[src/rtl/serial_word_tx_if.sv]
// Handshake bundle between the FIR output stage, serial_word_tx and the downstream serial receiver.
interface serial_word_tx_if #(
   parameter int DATA_WIDTH = 24,
   parameter int FIFO_DEPTH = 4
);
   logic [DATA_WIDTH-1:0]         i_word;
   logic                          i_word_valid;
   logic                          o_word_ready;
   logic                          o_dout;
   logic                          o_dout_valid;
   logic                          i_ready;
   logic [$clog2(FIFO_DEPTH):0]   o_fifo_count;

   modport master (
      output i_word, i_word_valid, i_ready,
      input  o_word_ready, o_dout, o_dout_valid, o_fifo_count
   );

   modport slave (
      input  i_word, i_word_valid, i_ready,
      output o_word_ready, o_dout, o_dout_valid, o_fifo_count
   );
endinterface

[src/rtl/serial_word_tx.sv]
// Parallel-to-serial transmitter: small word FIFO feeding an LSB-first shifter with a
// mandatory low gap on o_dout_valid between words.
module serial_word_tx #(
   parameter int DATA_WIDTH = 24,
   parameter int FIFO_DEPTH = 4,
   parameter int GAP_CYCLES = 1
) (
   input  logic            i_clk,
   input  logic            i_rst,
   input  logic            i_en,
   serial_word_tx_if.slave bus
);
   localparam int AW = $clog2(FIFO_DEPTH);
   localparam int CW = AW + 1;
   localparam int BW = $clog2(DATA_WIDTH);
   localparam int GW = (GAP_CYCLES > 1) ? $clog2(GAP_CYCLES) : 1;

   localparam logic [1:0] ST_IDLE  = 2'd0;
   localparam logic [1:0] ST_SHIFT = 2'd1;
   localparam logic [1:0] ST_GAP   = 2'd2;

   logic [DATA_WIDTH-1:0] mem_q [FIFO_DEPTH];
   logic [AW-1:0]         wr_ptr_q, wr_ptr_d;
   logic [AW-1:0]         rd_ptr_q, rd_ptr_d;
   logic [CW-1:0]         count_q, count_d;
   logic [1:0]            state_q, state_d;
   logic [DATA_WIDTH-1:0] shift_q, shift_d;
   logic [BW-1:0]         bit_cnt_q, bit_cnt_d;
   logic [GW-1:0]         gap_cnt_q, gap_cnt_d;
   logic                  valid_q, valid_d;
   logic                  full_s, empty_s, push_s, pop_s;

   // Push acceptance uses only the registered count, so a same-edge pop never frees a slot.
   always_comb begin
      full_s  = (count_q == CW'(FIFO_DEPTH));
      empty_s = (count_q == {CW{1'b0}});
      push_s  = i_en & bus.i_word_valid & ~full_s;
      pop_s   = i_en & (state_q == ST_IDLE) & ~empty_s;
   end

   // FIFO pointer and occupancy next-state.
   always_comb begin
      wr_ptr_d = wr_ptr_q;
      rd_ptr_d = rd_ptr_q;
      count_d  = count_q;
      if (push_s) begin
         wr_ptr_d = wr_ptr_q + AW'(1);
      end else begin
         wr_ptr_d = wr_ptr_q;
      end
      if (pop_s) begin
         rd_ptr_d = rd_ptr_q + AW'(1);
      end else begin
         rd_ptr_d = rd_ptr_q;
      end
      case ({push_s, pop_s})
         2'b10:   count_d = count_q + CW'(1);
         2'b01:   count_d = count_q - CW'(1);
         default: count_d = count_q;
      endcase
   end

   // Shifter FSM next-state; nothing moves while i_en is low.
   always_comb begin
      state_d   = state_q;
      shift_d   = shift_q;
      bit_cnt_d = bit_cnt_q;
      gap_cnt_d = gap_cnt_q;
      valid_d   = valid_q;
      case (state_q)
         ST_IDLE: begin
            if (pop_s) begin
               shift_d   = mem_q[rd_ptr_q];
               bit_cnt_d = {BW{1'b0}};
               valid_d   = 1'b1;
               state_d   = ST_SHIFT;
            end else begin
               valid_d   = 1'b0;
            end
         end
         ST_SHIFT: begin
            if (i_en && bus.i_ready) begin
               if (bit_cnt_q == BW'(DATA_WIDTH - 1)) begin
                  valid_d   = 1'b0;
                  gap_cnt_d = {GW{1'b0}};
                  state_d   = ST_GAP;
               end else begin
                  shift_d   = shift_q >> 1;
                  bit_cnt_d = bit_cnt_q + BW'(1);
               end
            end else begin
               state_d = ST_SHIFT;
            end
         end
         ST_GAP: begin
            valid_d = 1'b0;
            if (!i_en) begin
               state_d = ST_GAP;
            end else if (gap_cnt_q == GW'(GAP_CYCLES - 1)) begin
               state_d = ST_IDLE;
            end else begin
               gap_cnt_d = gap_cnt_q + GW'(1);
            end
         end
         default: begin
            state_d = ST_IDLE;
            valid_d = 1'b0;
         end
      endcase
   end

   // FIFO storage; contents are don't-care once the pointers are reset.
   always_ff @(posedge i_clk) begin
      if (push_s) begin
         mem_q[wr_ptr_q] <= bus.i_word;
      end
   end

   // Control and datapath registers with synchronous reset.
   always_ff @(posedge i_clk) begin
      if (i_rst) begin
         wr_ptr_q  <= {AW{1'b0}};
         rd_ptr_q  <= {AW{1'b0}};
         count_q   <= {CW{1'b0}};
         state_q   <= ST_IDLE;
         shift_q   <= {DATA_WIDTH{1'b0}};
         bit_cnt_q <= {BW{1'b0}};
         gap_cnt_q <= {GW{1'b0}};
         valid_q   <= 1'b0;
      end else begin
         wr_ptr_q  <= wr_ptr_d;
         rd_ptr_q  <= rd_ptr_d;
         count_q   <= count_d;
         state_q   <= state_d;
         shift_q   <= shift_d;
         bit_cnt_q <= bit_cnt_d;
         gap_cnt_q <= gap_cnt_d;
         valid_q   <= valid_d;
      end
   end

   assign bus.o_word_ready = ~full_s;
   assign bus.o_fifo_count = count_q;
   assign bus.o_dout_valid = valid_q;
   assign bus.o_dout       = valid_q & shift_q[0];
endmodule

[src/flat_wrapper.sv]
// flat-port wrapper written by rule: the top's interface ports become plain ports
module serial_word_tx_flat 
#(
   parameter int DATA_WIDTH = 24,
   parameter int FIFO_DEPTH = 4,
   parameter int GAP_CYCLES = 1
)
  (i_clk, i_rst, i_en, bus_i_word, bus_i_word_valid, bus_i_ready, bus_o_word_ready, bus_o_dout, bus_o_dout_valid, bus_o_fifo_count);
  serial_word_tx_if #(.DATA_WIDTH(DATA_WIDTH), .FIFO_DEPTH(FIFO_DEPTH)) bus_i ();
  input  logic i_clk;
  input  logic i_rst;
  input  logic i_en;
  input wire logic [$bits(bus_i.i_word)-1:0] bus_i_word;
  input wire logic [$bits(bus_i.i_word_valid)-1:0] bus_i_word_valid;
  input wire logic [$bits(bus_i.i_ready)-1:0] bus_i_ready;
  output wire logic [$bits(bus_i.o_word_ready)-1:0] bus_o_word_ready;
  output wire logic [$bits(bus_i.o_dout)-1:0] bus_o_dout;
  output wire logic [$bits(bus_i.o_dout_valid)-1:0] bus_o_dout_valid;
  output wire logic [$bits(bus_i.o_fifo_count)-1:0] bus_o_fifo_count;
  assign bus_i.i_word = bus_i_word;
  assign bus_i.i_word_valid = bus_i_word_valid;
  assign bus_i.i_ready = bus_i_ready;
  assign bus_o_word_ready = bus_i.o_word_ready;
  assign bus_o_dout = bus_i.o_dout;
  assign bus_o_dout_valid = bus_i.o_dout_valid;
  assign bus_o_fifo_count = bus_i.o_fifo_count;
  serial_word_tx #(.DATA_WIDTH(DATA_WIDTH), .FIFO_DEPTH(FIFO_DEPTH), .GAP_CYCLES(GAP_CYCLES)) u_core (.i_clk(i_clk), .i_rst(i_rst), .i_en(i_en), .bus(bus_i));
endmodule
[config.mk]
export PLATFORM = sky130hd
export DESIGN_NAME = serial_word_tx_flat
export DESIGN_NICKNAME = d
export VERILOG_FILES = /design/src/rtl/serial_word_tx_if.sv /design/src/rtl/serial_word_tx.sv /design/src/flat_wrapper.sv
export SDC_FILE = /design/constraint.sdc
export NUM_CORES = 1
export LEC_CHECK = 0
export CAP_MARGIN = 30
export CELL_PAD_IN_SITES_DETAIL_PLACEMENT = 1
export CELL_PAD_IN_SITES_GLOBAL_PLACEMENT = 1
export CORE_MARGIN = 2
export CORE_UTILIZATION = 30
export CTS_CLUSTER_DIAMETER = 80
export DETAILED_ROUTE_END_ITERATION = 10
export MAX_ROUTING_LAYER = met4
export PLACE_DENSITY = 0.59
export SYNTH_ARGS = -nofsm -noshare
export SYNTH_HDL_FRONTEND = slang
export SYNTH_SLANG_ARGS = --single-unit
export TNS_END_PERCENT = 30
[constraint.sdc]
create_clock -name i_clk -period 7.1 [get_ports i_clk]
set_clock_uncertainty 0.15 [all_clocks]
set_input_delay 1.42 -clock i_clk [delete_from_list [all_inputs] [get_ports i_clk]]
set_output_delay 1.42 -clock i_clk [all_outputs]
set_load 0.005 [all_outputs]
# After elaboration in Yosys (flattened, before gate mapping)
# Memory sizes are Yosys's and may differ from the RTL's. A register that Yosys moved wholly into a read port is not among the register bits.
# Index checks and enable logic that the tools add are counted.
[totals] regBits=40 ramBits=96 word_cells=71 memories=1
[memory_table] name="u_core.mem_q" depth=4 width=24 read_ports=1 rd_clocked_by_memory_dff=1 write_ports=1 line_no="serial_word_tx.sv:22" text="logic [DATA_WIDTH-1:0] mem_q [FIFO_DEPTH];"
[classes] addsub=6 n_eq_ne=13 mux=26 bitwise_logic=7 reduce_logical=10
[ops] operator="$mux 24" count=3
[ops] operator="$pmux 24 s2" count=1
[ops] operator="$mux 5" count=3
[ops] operator="$mux 2" count=7
[ops] operator="$pmux 5 s2" count=1
[ops] operator="$reduce_and 4->1" count=2
[ops] operator="$mux 1" count=7
[ops] operator="$ne 2x1->1 const B" count=3
[ops] operator="$ne 3x3->1 const B" count=2
[ops] operator="$pmux 2 s3" count=1
[ops] operator="$pmux 3 s2" count=1
[ops] operator="$reduce_bool 2->1" count=3
[ops] operator="$add 5x1->5 const B" count=1
[ops] operator="$and 1x1->1" count=5
[ops] operator="$eq 5x5->1 const B" count=1
[ops] operator="$add 2x1->2 const B" count=2
[ops] operator="$eq 2x1->1 const B" count=2
[ops] operator="$eq 2x2->1 const B" count=2
[ops] operator="$ne 2x2->1 const B" count=2
[ops] operator="$pmux 1 s2" count=2
[ops] operator="$add 3x1->3 const B" count=1
[ops] operator="$eq 3x3->1 const B" count=1
[ops] operator="$logic_not 3->1" count=1
[ops] operator="$reduce_and 3->1" count=1
[ops] operator="other kinds (6)" count=7

# Logic depth before layout (Yosys ltp)
[logic_depth] depth_word=5 depth_mapped=11 mapped_depth_nobuf=9

# Worst setup path after synthesis
# Ideal clock, no wire load.
[synth_path] path_kind="input port to flip-flop" start="input port i_en" end="register u_core.count_q[2], in the netlist u_core.bus.o_fifo_count[2]" setup_time_ps=71 arrival_time_ps=3405 required_ps=6879 path_slack_ps=3475 path_stages=11 path_buffers=2 cell_sequence="buf_2 > nor3b_2 > nand2_1 > clkbuf_1 > inv_1 > ha_1 > inv_1 > fa_1 > xor2_1 > or3_1 > a21oi_1"
[synth_via] elab_chain_cells=4
[synth_lines] item="from (decl)" line_no="flat_wrapper.sv:12" text="input logic i_en;"
[synth_lines] item="$and 1x1->1 * (2 in a row)" line_no="serial_word_tx.sv:38" text="pop_s = i_en & (state_q == ST_IDLE) & ~empty_s;"
[synth_lines] item="net u_core.pop_s" line_no="serial_word_tx.sv:31" text="logic full_s, empty_s, push_s, pop_s;"
[synth_lines] item="$eq 2x1->1 / $eq 2x2->1 (equally long branches)" line_no="serial_word_tx.sv:56" text="case ({push_s, pop_s})"
[synth_lines] item="$pmux 3 s2 / $reduce_bool 2->1 (equally long branches)"
[synth_lines] item="to (signal assigned)" line_no="serial_word_tx.sv:124" text="count_q <= {CW{1'b0}};"
[synth_lines] item="to (signal assigned)" line_no="serial_word_tx.sv:133" text="count_q <= count_d;"
[synth_lines] item="to (decl)" line_no="serial_word_tx.sv:25" text="logic [CW-1:0] count_q, count_d;"
# Mark *: on every way through the listed nets, which the timed path passes. The rest lies on a longest branch.
# A chain may end at the register's enable or synchronous reset.

# Worst setup path after layout
# Same ends and word-level chain as after synthesis.

==> results.md <==
* Hold Path Class: reg -> reg
* Worst setup endpoint: u_core.bus.o_fifo_count[2]
* Final net count at 409
* Routability congestion estimate at 0.714
* Worst Slack Setup Final at 2820 ps
* Post-synth top area share at 53.6%
* Final wirelength at 10600 um
* Worst Hold Path Cells at 1
* Synth Area in Compound Gates at 7.49%
* GRT busiest layer: met2
* #FFs+latches synth at 137
* Vias at 2981
* Synth Flop Type: edfxtp_1
* Final Max Tran Viols at 0
* Period minus WS final at 4280 ps
* Fillcell total at 1770
* Met1 Usage GRT at 14.3%
* Worst reg2reg startpoint: u_core.state_q[1]
* CTS H-tree lvls at 4
* DRC Markers at 0
* Post-route setup TNS at 0 ps
* Die X at 138 um
* Hold Buf Count CTS at 0
* Ports at 35
* Pre-Repair DR Iteration Count at 4
* Iteration-0 DRC Markers at 182
* CP Max Fanout at 25
* Total clock sinks at 137
* Fmax at 233 MHz
* Synth Cell Area at 0.00538 mm^2
* CTS clock-pin slew for the worst setup and hold paths at 60 ps
* Largest net degree at the start of global routing at 43
* Register area at 0.00370 mm^2
* GR met3 Demand/Resource at 3.69%
* Critical Path RT at 7290 ps
* Unrepaired setup endpoints after global routing: no
* Kind of critical path: in -> reg
* Slew margin rel. at 33.9%
* Count leader, synth: edfxtp_1
* Skew-Pair Late Insertion Delay at 410 ps
* Clock Path Buffers at 2
* DR vias/cell at 4.88
* Worst Setup Start Kind: input pin
* Max-Cap Viols at 0
* PwrDens at 345 mW/mm^2
* Synth Area in XOR/XNOR at 0.814%
* Die H at 138 um
* R2r setup slk at 4090 ps
* Post-route cell area at 0.00653 mm^2
* Number of enable flip-flop cells after synthesis at 96
* CP Data Arrival Time at 4470 ps
* Routed Antenna Nets at 0
* FFs w/ async S/R, synth at 0%
* # resized after CTS at 0
* Met2 usage at 21.3%
* Simple-Gate Fraction of Synth Area at 8.21%
* Cell depth of the worst flop-to-flop path at 9
* Avg Cell Area, Syn at 16.1 um^2
* FP Rows at 48
* P&R area growth vs syn at 21.4%
* Setup WS pre-CTS at 2380 ps
* Multi-input logic area at 0.00153 mm^2
* HPWL Detailed at 6350 um
* Wire length per cell at 17.4 um
* Adder-cell share of the synthesized area at 1.77%
* Syn nets at 371
* Final setup violation count at 0
* Ys Warns at 0
* Post-synth top area cell: edfxtp_1
* Vias in the first global route at 3230
* CTS tree: built
* Number of port buffers at 34
* R2r endpoint: u_core.bus.o_fifo_count[2]
* Worst setup path start: i_en
* Total GRT Usage at 12.7%
* Core Region at 0.0174 mm^2
* Least-Margin Pin Slew at 990 ps
* VDD IR-drop max at 0.188 mV
* Post-synthesis mux area share at 10.2%
* Initial Util at 30.9%
* Status: finished clean
* Largest family of logic cells by synthesized area: multiplexers
* P_leak at 2.12 nW
* Synth unique cells at 43
* Root buffer selected by CTS: clkbuf_16
* Share of cells above drive strength 1 at 18.9%
* Post-CTS setup buffers at 0
* Cell area after placement at 0.00597 mm^2
* Grt ovf at 0
* N_diodes at 0
* Synth Instances at 335
* Initial antenna violation count at 0
* Final Cycle Share at 60.3%
* DIE AREA at 0.0190 mm^2
* Top post-synthesis cells by count: edfxtp_1 (96), dfxtp_1 (41), nor2_1 (35)
* Area contributors post-synth: edfxtp_1 (54%), dfxtp_1 (15%), mux4_2 (10%)
* Total CTS buffers at 17
* Register area share after synthesis at 68.9%
* First-pass GRT wire length at 17100 um
* Final hold vios at 0
* Endpoint kind of the worst setup timing path: flop
-- stage by stage --
stage / total power, mW / hold WS, ps / std cells / util, %
final: 2.25 / 331 / 611 / 37.5
after global routing: 2.37 / 375 / 611 / 37.5
after CTS: 2.29 / 330 / 611 / 37.5
after detailed placement: 1.45 / 321 / 579 / 34.3
after global placement: 1.44 / 314 / 578 / 34.1
after floorplan: 1.34 / 290 / 335 / -
-- routing by layer --
| layer | up-vias | share of wire (%) |
|---|---|---|
| met3 | 10 | 2.3 |
| met5 | - | 0 |
| met2 | 40 | 53 |
| li1 | 1378 | - |
| met1 | 1553 | 43 |
| met4 | 0 | 1.4 |
-- how the worst min path moves through the flow --
stage	slack, ps	from	to
after floorplan	290	u_core.bit_cnt_q[4]	u_core.bit_cnt_q[4]
after CTS	330	u_core.bit_cnt_q[4]	u_core.bit_cnt_q[4]
after detailed placement	320	u_core.bit_cnt_q[4]	u_core.bit_cnt_q[4]
final	330	u_core.bit_cnt_q[4]	u_core.bit_cnt_q[4]
after global placement	310	u_core.bit_cnt_q[4]	u_core.bit_cnt_q[4]
after global routing	370	u_core.bit_cnt_q[4]	u_core.bit_cnt_q[4]
-- flip-flops by register name, summed over array words and instances, names as in the netlist, named ones only --
register and flops:
u_core.bus.o_fifo_count 3, u_core.mem_q 96, u_core.bus.o_dout_valid 1, u_core.rd_ptr_q 2, u_core.wr_ptr_q 2, u_core.shift_q 24
u_core.bit_cnt_q 5, u_core.state_q 2
-- worst max-delay path, cell delays in order --
cell and delay [ps]:
clkdlybuf4s50_1 620, nor3b_2 330, nand2_1 630, inv_1 200, ha_1 200, inv_1 60
fa_1 370, xor2_1 160, or3_1 310, a21oi_1 160
-- placed cells by master, fill, tap and decap left out, drive strengths merged --
| cell | synthesis | final |
|---|---|---|
| edfxtp | 96 | 96 |
| dfxtp | 41 | 41 |
| nor2 | 35 | 35 |
| clkdlybuf4s50 | 0 | 34 |
| mux4 | 24 | 24 |
| o221a | 23 | 23 |
| nor3 | 22 | 22 |
| clkbuf | 11 | 17 |
| clkinv | 0 | 10 |
| inv | 8 | 8 |
| buf | 12 | 8 |
| nand2 | 7 | 7 |
| a21oi | 7 | 7 |
| ha | 6 | 6 |
| and2 | 5 | 5 |
| nand3 | 4 | 4 |
| xor2 | 4 | 4 |
| clkinvlp | 0 | 3 |
| o21ai | 3 | 3 |
| a211oi | 3 | 3 |
| or3 | 2 | 2 |
| nand2b | 2 | 2 |
| nand3b | 2 | 2 |
| bufinv | 0 | 2 |
| nor3b | 2 | 2 |
| nand4b | 2 | 2 |
| a21bo | 2 | 2 |
| and2b | 1 | 1 |
| and4b | 1 | 1 |
| a21boi | 1 | 1 |
| nand4 | 1 | 1 |
| nor4b | 1 | 1 |
| xnor2 | 1 | 1 |
| o31ai | 1 | 1 |
| a311oi | 1 | 1 |
| o22ai | 1 | 1 |
| nor2b | 1 | 1 |
| mux2i | 1 | 1 |
| fa | 1 | 1 |
-- power breakdown --
group	internal (mW)	switching, mW	total, mW
Combinational	0.208	0.193	0.401
Sequential	0.953	0.0730	1.03
Clock	0.509	0.317	0.827
-- kinds of logic (layout without fill, tap and decap cells) --
kind of cell             count (synthesis)  in the layout
buffers and inverters                   31             82
AND/OR/NAND/NOR                         88             88
adder cells (fa/ha/maj)                  7              7
AO/OA/AOI/OAI                           42             42
flip-flops                             137            137
XOR/XNOR                                 5              5
multiplexers                            25             25
-- area by class of cell --
cell class	instances	area share (%)
Tap cell	225	4.31
Clock buffer	17	6.51
Clock inverter	15	2.07
Sequential cell	137	56.7
Multi-Input combinational cell	167	23.5
Timing Repair Buffer	42	6.44
Inverter	8	0.460
(Power assumes the default switching activity.)
